## config.mk

```make
export PLATFORM = sky130hd
export DESIGN_NAME = strength_resolver_pipe
export DESIGN_NICKNAME = d
export VERILOG_FILES = /design/src/rtl/strength_resolver_pipe.sv
export SDC_FILE = /design/constraint.sdc
export NUM_CORES = 1
export LEC_CHECK = 0
export ABC_AREA = 1
export CORE_UTILIZATION = 23
export DETAILED_ROUTE_END_ITERATION = 10
export DONT_BUFFER_PORTS = 1
export GPL_TIMING_DRIVEN = 1
export PLACE_DENSITY = 0.44
export SYNTH_ARGS = -nofsm -noshare
export SYNTH_HDL_FRONTEND = slang
export SYNTH_SLANG_ARGS = --single-unit
```

## constraint.sdc

```tcl
create_clock -name clk -period 9.1 [get_ports clk]
set_clock_uncertainty 0.1 [all_clocks]
set_input_delay 0.91 -clock clk [delete_from_list [all_inputs] [get_ports clk]]
set_output_delay 0.91 -clock clk [all_outputs]
set_load 0.03 [all_outputs]
```

## src/rtl/strength_resolver_pipe.sv

```systemverilog
// strength_resolver_pipe: two-stage clocked multi-driver net resolver with contention counter
// Ports:
//   clk, rst_n          rising-edge clock, synchronous active-low reset
//   in_valid            driver vector valid this cycle
//   drv_en/val/s1/s0    per-driver enable, value and strength codes (packed per driver)
//   cnt_clr             clears contention counter and sticky flag
//   out_valid           result valid (2 cycles after in_valid)
//   res_val/res_zx      4-state result per bit: {zx,val} 00=0 01=1 10=z 11=x
//   res_str             winning strength per bit (3 bits each)
//   cont_cnt/cont_seen  saturating x-result counter and sticky x flag
module strength_resolver_pipe #(
  parameter int NDRV  = 4,
  parameter int WIDTH = 8,
  parameter int MODE  = 0,
  parameter int CNT_W = 16
) (
  input  logic                 clk,
  input  logic                 rst_n,
  input  logic                 in_valid,
  input  logic [NDRV-1:0]      drv_en,
  input  logic [NDRV*WIDTH-1:0] drv_val,
  input  logic [NDRV*3-1:0]    drv_s1,
  input  logic [NDRV*3-1:0]    drv_s0,
  input  logic                 cnt_clr,
  output logic                 out_valid,
  output logic [WIDTH-1:0]     res_val,
  output logic [WIDTH-1:0]     res_zx,
  output logic [WIDTH*3-1:0]   res_str,
  output logic [CNT_W-1:0]     cont_cnt,
  output logic                 cont_seen
);
  logic [WIDTH-1:0][2:0] m1_d, m0_d, m1_q, m0_q, str_d, str_q;
  logic [WIDTH-1:0]      val_d, zx_d;
  logic                  v1;
  logic                  any_x;

  // codes 5..7 are treated as supply
  function automatic logic [2:0] clamp(input logic [2:0] s);
    return (s > 3'd4) ? 3'd4 : s;
  endfunction

  // a strength of 0 never raises the max, so it contributes nothing
  always_comb begin
    m1_d = '0;
    m0_d = '0;
    for (int b = 0; b < WIDTH; b++)
      for (int d = 0; d < NDRV; d++)
        if (drv_en[d]) begin
          if (drv_val[d*WIDTH+b]) begin
            if (clamp(drv_s1[d*3 +: 3]) > m1_d[b]) m1_d[b] = clamp(drv_s1[d*3 +: 3]);
          end else begin
            if (clamp(drv_s0[d*3 +: 3]) > m0_d[b]) m0_d[b] = clamp(drv_s0[d*3 +: 3]);
          end
        end
  end

  always_ff @(posedge clk) begin
    if (!rst_n) begin
      v1   <= 1'b0;
      m1_q <= '0;
      m0_q <= '0;
    end else begin
      v1 <= in_valid;
      if (in_valid) begin
        m1_q <= m1_d;
        m0_q <= m0_d;
      end
    end
  end

  // ties resolve by net type: wand/wor pick a side, tri0/tri1 pull an undriven net
  always_comb begin
    val_d = '0;
    zx_d  = '0;
    str_d = '0;
    for (int b = 0; b < WIDTH; b++) begin
      if (m1_q[b] > m0_q[b]) begin
        {zx_d[b], val_d[b], str_d[b]} = {2'b01, m1_q[b]};
      end else if (m0_q[b] > m1_q[b]) begin
        {zx_d[b], val_d[b], str_d[b]} = {2'b00, m0_q[b]};
      end else if (m1_q[b] != 3'd0) begin
        {zx_d[b], val_d[b]} = (MODE == 1) ? 2'b00 : (MODE == 2) ? 2'b01 : 2'b11;
        str_d[b] = m1_q[b];
      end else begin
        {zx_d[b], val_d[b]} = (MODE == 3) ? 2'b00 : (MODE == 4) ? 2'b01 : 2'b10;
        str_d[b] = (MODE == 3 || MODE == 4) ? 3'd2 : 3'd0;
      end
    end
  end

  always_ff @(posedge clk) begin
    if (!rst_n) begin
      out_valid <= 1'b0;
      res_val   <= '0;
      res_zx    <= '1;
      str_q     <= '0;
    end else begin
      out_valid <= v1;
      if (v1) begin
        res_val <= val_d;
        res_zx  <= zx_d;
        str_q   <= str_d;
      end
    end
  end

  assign res_str = str_q;
  assign any_x   = |(res_zx & res_val);

  always_ff @(posedge clk) begin
    if (!rst_n || cnt_clr) begin
      cont_cnt  <= '0;
      cont_seen <= 1'b0;
    end else if (out_valid && any_x) begin
      cont_seen <= 1'b1;
      if (cont_cnt != {CNT_W{1'b1}}) cont_cnt <= cont_cnt + 1'b1;
    end
  end
endmodule

```

==> impl_metrics.py, run 1 <==
metrics = {
    "clock_network": {
        "clk_latency_ps": 350,
        "cts-root-buf": "clkbuf_16",
        "cts-hold-fix-buffers": 0,
        "h-tree-depth": 3,
        "cts_tree": "yes",
        "cts_inserted_buffers": 9,
        "cts.sink_count": 107,
        "clk_pin_slew_ps": 70,
        "cts_setup_buffers": 0,
        "cts-resized-gates": 0,
        "clockBufferDepth": 2,
    },
    "timing": {
        "max_slew.worst_pin.slew_ps": 983,
        "max_freq_mhz": 205,
        "setup_tns_ps": 0,
        "drv_slew": 0,
        "fin_ws_ps": 4220,
        "slew_headroom": 0.342,
        "hold_violations": 0,
        "period_needed_ps": 4880,
        "rsz0062_at_grt": "no",
        "fin_crit_sh": 0.536,
        "finalSetupViolCount": 0,
    },
    "setup_path": {
        "cp_common_cell": "nand2_1",
        "arrival_ps": 4990,
        "critPathKind": "input port to flop",
        "rrSetupSlack_ps": 6680,
        "crit_chain": "inv_1, nor2_1, ha_1, nand3_1, nand2_1, nand3_1, nand2_1, ha_1, nand2_1, o21ai_0, nand4_1, and2_1, ha_1, nand2_1, o21ai_0, nand4_1, nor2_1, nor2_1, nand2_1, a21oi_1",
        "cp.required_ps": 9210,
        "critical_path.max_fanout": 11,
        "crit_path_max_incr_delay_ps": 730,
        "crit_slowest_cell": "nor2_1",
        "critical_path.endpoint_type": "flop",
        "ff2ff_path_depth": 8,
        "setup.worst_path.start_class": "input port",
    },
    "logic_synthesis": {
        "synth.distinct_cells": 34,
        "syn_area_um2": 11100,
        "synthXorXnorAreaFrac": 0.00868,
        "syn_nets": 1979,
        "synth_compound_area_frac": 0.129,
        "synthFlopType": "dfxtp_1",
        "ys_warn_count": 0,
        "synth_edf_count": 0,
        "synth-simple-area-share": 0.396,
        "syn_inst": 1746,
        "avgSynthCellArea_um2": 6.35,
        "seq_area_frac_synth": 0.193,
        "ys_ff_latch": 107,
        "synthArstFlopShare": 0,
        "synth_top_family_by_area": "simple AND/OR/NAND/NOR gates",
        "synth.mux.area_fraction": 0,
        "synth_fa_ha_area_frac": 0.191,
    },
    "placed_design": {
        "dpl_cell_area_um2": 11700,
        "dp_hpwl_um": 33100,
        "port_buffers": 0,
        "numPlacedInstances": 2317,
        "globalplace.congestion": 0.885,
        "place_ws_ps": 3920,
    },
    "global_route": {
        "grt_use_total": 0.163,
        "grt_max_degree": 65,
        "grt_pass1_wl_um": 62900,
        "grt_pass1_vias": 10778,
        "antenna_found_initial": 2,
        "grt_overflow": 0,
    },
    "worst_hold_path": {
        "whs_path_depth": 2,
        "hp-class": "flop to flop",
    },
    "status": {
        "status": "finished clean",
    },
    "route": {
        "wl_um": 40200,
        "dr.pass1.iters": 6,
        "num_vias": 11422,
        "wl_per_cell_um": 17.2,
        "drt_iter0_markers": 860,
        "vias_per_cell": 4.89,
        "postRouteAntennaNets": 0,
        "drc": 0,
    },
    "pwr": {
        "p_per_area_nw_per_um2": 127,
        "p_leak_nw": 5.40,
        "ir_drop_mv": 0.0683,
    },
    "floorplan": {
        "ios": 122,
        "rows": 80,
        "fp.dieArea_um2": 49100,
        "coreArea_um2": 47600,
        "die_w_um": 222,
        "initial_core_util": 0.233,
        "die_h_um": 222,
    },
    "cells_and_area": {
        "area_delta_synth_final_pct": 7.55,
        "fin_cells": 2334,
        "drive_gt1_frac": 0.0285,
        "fin_nets": 1946,
        "final_design_area_no_fill_um2": 11900,
    },
    "flow_run": {
        "maxCapViolCount": 0,
    },
}
[worst max-delay path, delay by kind of cell]
kind / cells / cell delay (ps)
AND/OR/NAND/NOR: 13 / 2250
adder cells (fa/ha/maj): 3 / 1010
AO/OA/AOI/OAI: 3 / 800
buffers and inverters: 1 / 20
[cell usage in the layout, fill, tap and decap left out, types with 4 or more instances in the layout]
master,netlist,routed
inv_2,3,4
xnor2_1,5,5
nand2_1,460,460
o22ai_1,8,8
dfxtp_1,107,107
nor2_1,63,63
a21oi_2,10,10
clkbuf_16,0,9
and2_1,48,48
clkinv_1,4,4
inv_1,175,174
a21oi_1,116,116
o31ai_1,8,8
xor2_1,6,6
a31oi_1,32,32
o21ai_0,87,87
nor3_1,25,25
nand3_1,281,281
nand4_1,73,73
nor2_2,7,7
ha_1,169,169
[stage by stage]
step | utilization | hold WS (ps) | total power, W
final | 0.250 | 393 | 0.00152
after global routing | 0.250 | 416 | 0.00164
after CTS | 0.250 | 393 | 0.00153
after detailed placement | 0.245 | 385 | 0.00115
after global placement | 0.245 | 382 | 0.00114
after floorplan | - | 358 | 0.00101
[sequential cells by signal, indices dropped and copies added (netlist names)]
name	cells
cont_cnt	16
res_str	24
v1	1
out_valid	1
res_val	8
res_zx	8
m1_q	24
cont_seen	1
m0_q	24
[final cells by class]
type	instances	area (um2)
fill	5317	35700
multi-input combinational	1409	8030
sequential	107	2140
tap	615	769
inverter	183	692
clock buffer	10	229
clock inverter	5	40.0
timing repair buffer	3	22.5
antenna	2	5.00
[final timing paths]
| path | from | to |
|---|---|---|
| worst max-delay path | drv_s1[4] | m1_q[20] |
| worst min-delay path | m0_q[9] | m0_q[9] |
| worst max register to register | cont_cnt[0] | cont_cnt[12] |
| worst min register to register | m0_q[9] | m0_q[9] |
[cells in the mapped netlist, drive strengths merged, types with 4 or more instances]
cell,number,area [um2]
inv,179,677
xnor2,5,43.8
nor2,71,292
nand4,73,457
nand3,284,1440
o21ai,88,452
o22ai,8,50.1
a21oi,126,668
and2,48,300
ha,169,2110
nand2,463,1750
o31ai,8,60.1
clkinv,4,15.0
dfxtp,107,2140
nor3,27,151
buf,19,124
clkbuf,28,105
xor2,6,52.6
a31oi,32,200
[cell families after synthesis]
kind of cell	count (synthesis)
AO/OA/AOI/OAI	262
adder cells (fa/ha/maj)	169
buffers and inverters	230
AND/OR/NAND/NOR	967
flip-flops	107
XOR/XNOR	11
[where the power goes]
part	internal (W)	switching [W]	leakage, nW
sequential	0.000501	0.0000682	0.875
clock	0.000186	0.000185	0.126
combinational	0.000197	0.000379	4.40
total	0.000884	0.000632	5.40
[routing by layer]
metal	share of wire	routed length, um	vias to the layer above	track usage
met4	0.039	1560	2	0.0728
met2	0.43	17300	315	0.252
met5	0.00032	13	-	0
li1	-	-	5937	-
met1	0.47	18800	5122	0.216
met3	0.062	2480	46	0.0341
Note: power is estimated with default switching activity, not from simulation.
==> run 2: changes to the inputs <==
PLACE_DENSITY = 0.45   (was 0.44)
clock period = 4.4 ns   (was 9.1 ns; I/O delays follow)
==> impl_metrics.py, run 2 (synthesis gave the netlist of run 1 again) <==
metrics = {
    "route": {
        "drt_iter0_markers": 762,
        "postRouteAntennaNets": 0,
        "vias_per_cell": 4.88,
        "wl_um": 39900,
        "wl_per_cell_um": 17.0,
        "dr.pass1.iters": 7,
        "drt-met1-wl_um": 18600,
        "wl_met2_um": 17200,
        "top_layer": "met4",
        "drc": 0,
        "wl_met3_um": 2760,
        "num_vias": 11441,
    },
    "setup_path": {
        "rr_startpoint": "cont_cnt[1]",
        "critical_path.max_fanout": 9,
        "cp.required_ps": 4520,
        "crit_path_start": "drv_en[0]",
        "arrival_ps": 4130,
        "setup.worst_path.start_class": "input port",
        "critical_path.endpoint_type": "flop",
        "critPathKind": "input port to flop",
    },
    "global_route": {
        "grt_overflow": 0,
        "antenna_found_initial": 0,
        "grt_pass1_vias": 10801,
        "grt_use_total": 0.163,
        "grt_pass1_wl_um": 63300,
        "grt_max_degree": 66,
    },
    "timing": {
        "hold_violations": 0,
        "max_freq_mhz": 250,
        "drv_slew": 0,
        "period_needed_ps": 4010,
        "finalSetupViolCount": 0,
        "slew_headroom": 0.332,
        "rsz0062_at_grt": "no",
        "setup_tns_ps": 0,
        "max_slew.worst_pin.slew_ps": 1000,
        "fin_crit_sh": 0.910,
    },
    "clock_network": {
        "cts-resized-gates": 0,
        "cts_tree": "yes",
        "cts-root-buf": "clkbuf_16",
        "clockBufferDepth": 2,
        "cts_inserted_buffers": 9,
        "cts_setup_buffers": 0,
        "clk_pin_slew_ps": 80,
        "clk_latency_ps": 360,
        "cts-hold-fix-buffers": 0,
        "h-tree-depth": 3,
        "cts.sink_count": 107,
    },
    "cells_and_area": {
        "fillers": 5355,
        "layout_commonest_cell": "nand2_1",
        "fin_nets": 1959,
        "final_cell_mix": "460 x nand2_1, 281 x nand3_1, 174 x inv_1",
        "area_delta_synth_final_pct": 9.19,
        "multi_input_area_um2": 8040,
        "drive_gt1_frac": 0.0381,
        "regArea_um2": 2140,
        "diodes": 0,
        "fin_util": 0.254,
    },
    "status": {
        "status": "finished clean",
    },
    "placed_design": {
        "port_buffers": 0,
        "globalplace.congestion": 0.851,
        "dp_hpwl_um": 32900,
    },
    "floorplan": {
        "initial_core_util": 0.233,
        "fp.dieArea_um2": 49100,
        "rows": 80,
        "die_w_um": 222,
        "ios": 122,
        "die_h_um": 222,
        "coreArea_um2": 47600,
    },
    "flow_run": {
        "maxCapViolCount": 0,
    },
    "worst_hold_path": {
        "min-delay-start": "in_valid",
        "hp-class": "input port to flop",
    },
    "pwr": {
        "p_leak_nw": 5.51,
        "ir_drop_mv": 0.138,
        "p_per_area_nw_per_um2": 273,
    },
}
[run 2: metrics by stage]
| step | worst slack (ps) | hold slack (ps) | total power, W | instances | cell area (um2) |
|---|---|---|---|---|---|
| floorplan | 588 | 358 | 0.00209 | 1746 | 11100 |
| global placement | 106 | 383 | 0.00236 | 2330 | 11800 |
| detailed placement | 7.06 | 382 | 0.00240 | 2330 | 11800 |
| CTS | 382 | 60.4 | 0.00333 | 2346 | 12100 |
| global route | 5.92 | 59.8 | 0.00359 | 2346 | 12100 |
| finish | 394 | 71.5 | 0.00331 | 2346 | 12100 |
[run 2: layout make-up]
type	instances	area share
multi-input cells	1409	0.663
flip-flops and latches	107	0.177
well taps	615	0.0635
inverters	183	0.0571
clock buffers	9	0.0186
repair buffers	16	0.0109
clock inverters	7	0.00961
[run 2: layer usage]
metal,GRT usage,vias to the layer above
met5,0,-
met4,0.0591,0
met3,0.0404,45
met2,0.255,273
met1,0.215,5152
li1,-,5971
[run 2: critical path, cell delays in order]
cell and delay [ps]:
inv_1 100, nor2_1 300, nand2_1 150, ha_1 360, a21oi_1 150, nand2_1 140
nand3_1 140, nand2_1 70, ha_1 310, nand2_1 50, o21ai_0 410, nand4_1 180
and2_1 210, ha_1 290, nand2_1 50, o21ai_0 190, nand4_1 240, nor2_1 150
nor2_1 50, nand2_1 90, a21oi_1 50
[run 2: where the power goes]
group	leakage (nW)	switching [W]	total (W)	internal (W)
sequential	0.875	0.000140	0.00118	0.00104
clock	0.167	0.000409	0.000924	0.000515
combinational	4.47	0.000787	0.00121	0.000421
[run 2: path summary, 6_finish.rpt]
kind	to	slack, ps	cells past startpoint
max	m0_q[0]	390	21
min	v1	70	2
max reg2reg	cont_cnt[15]	1980	8
min reg2reg	m0_q[17]	390	2
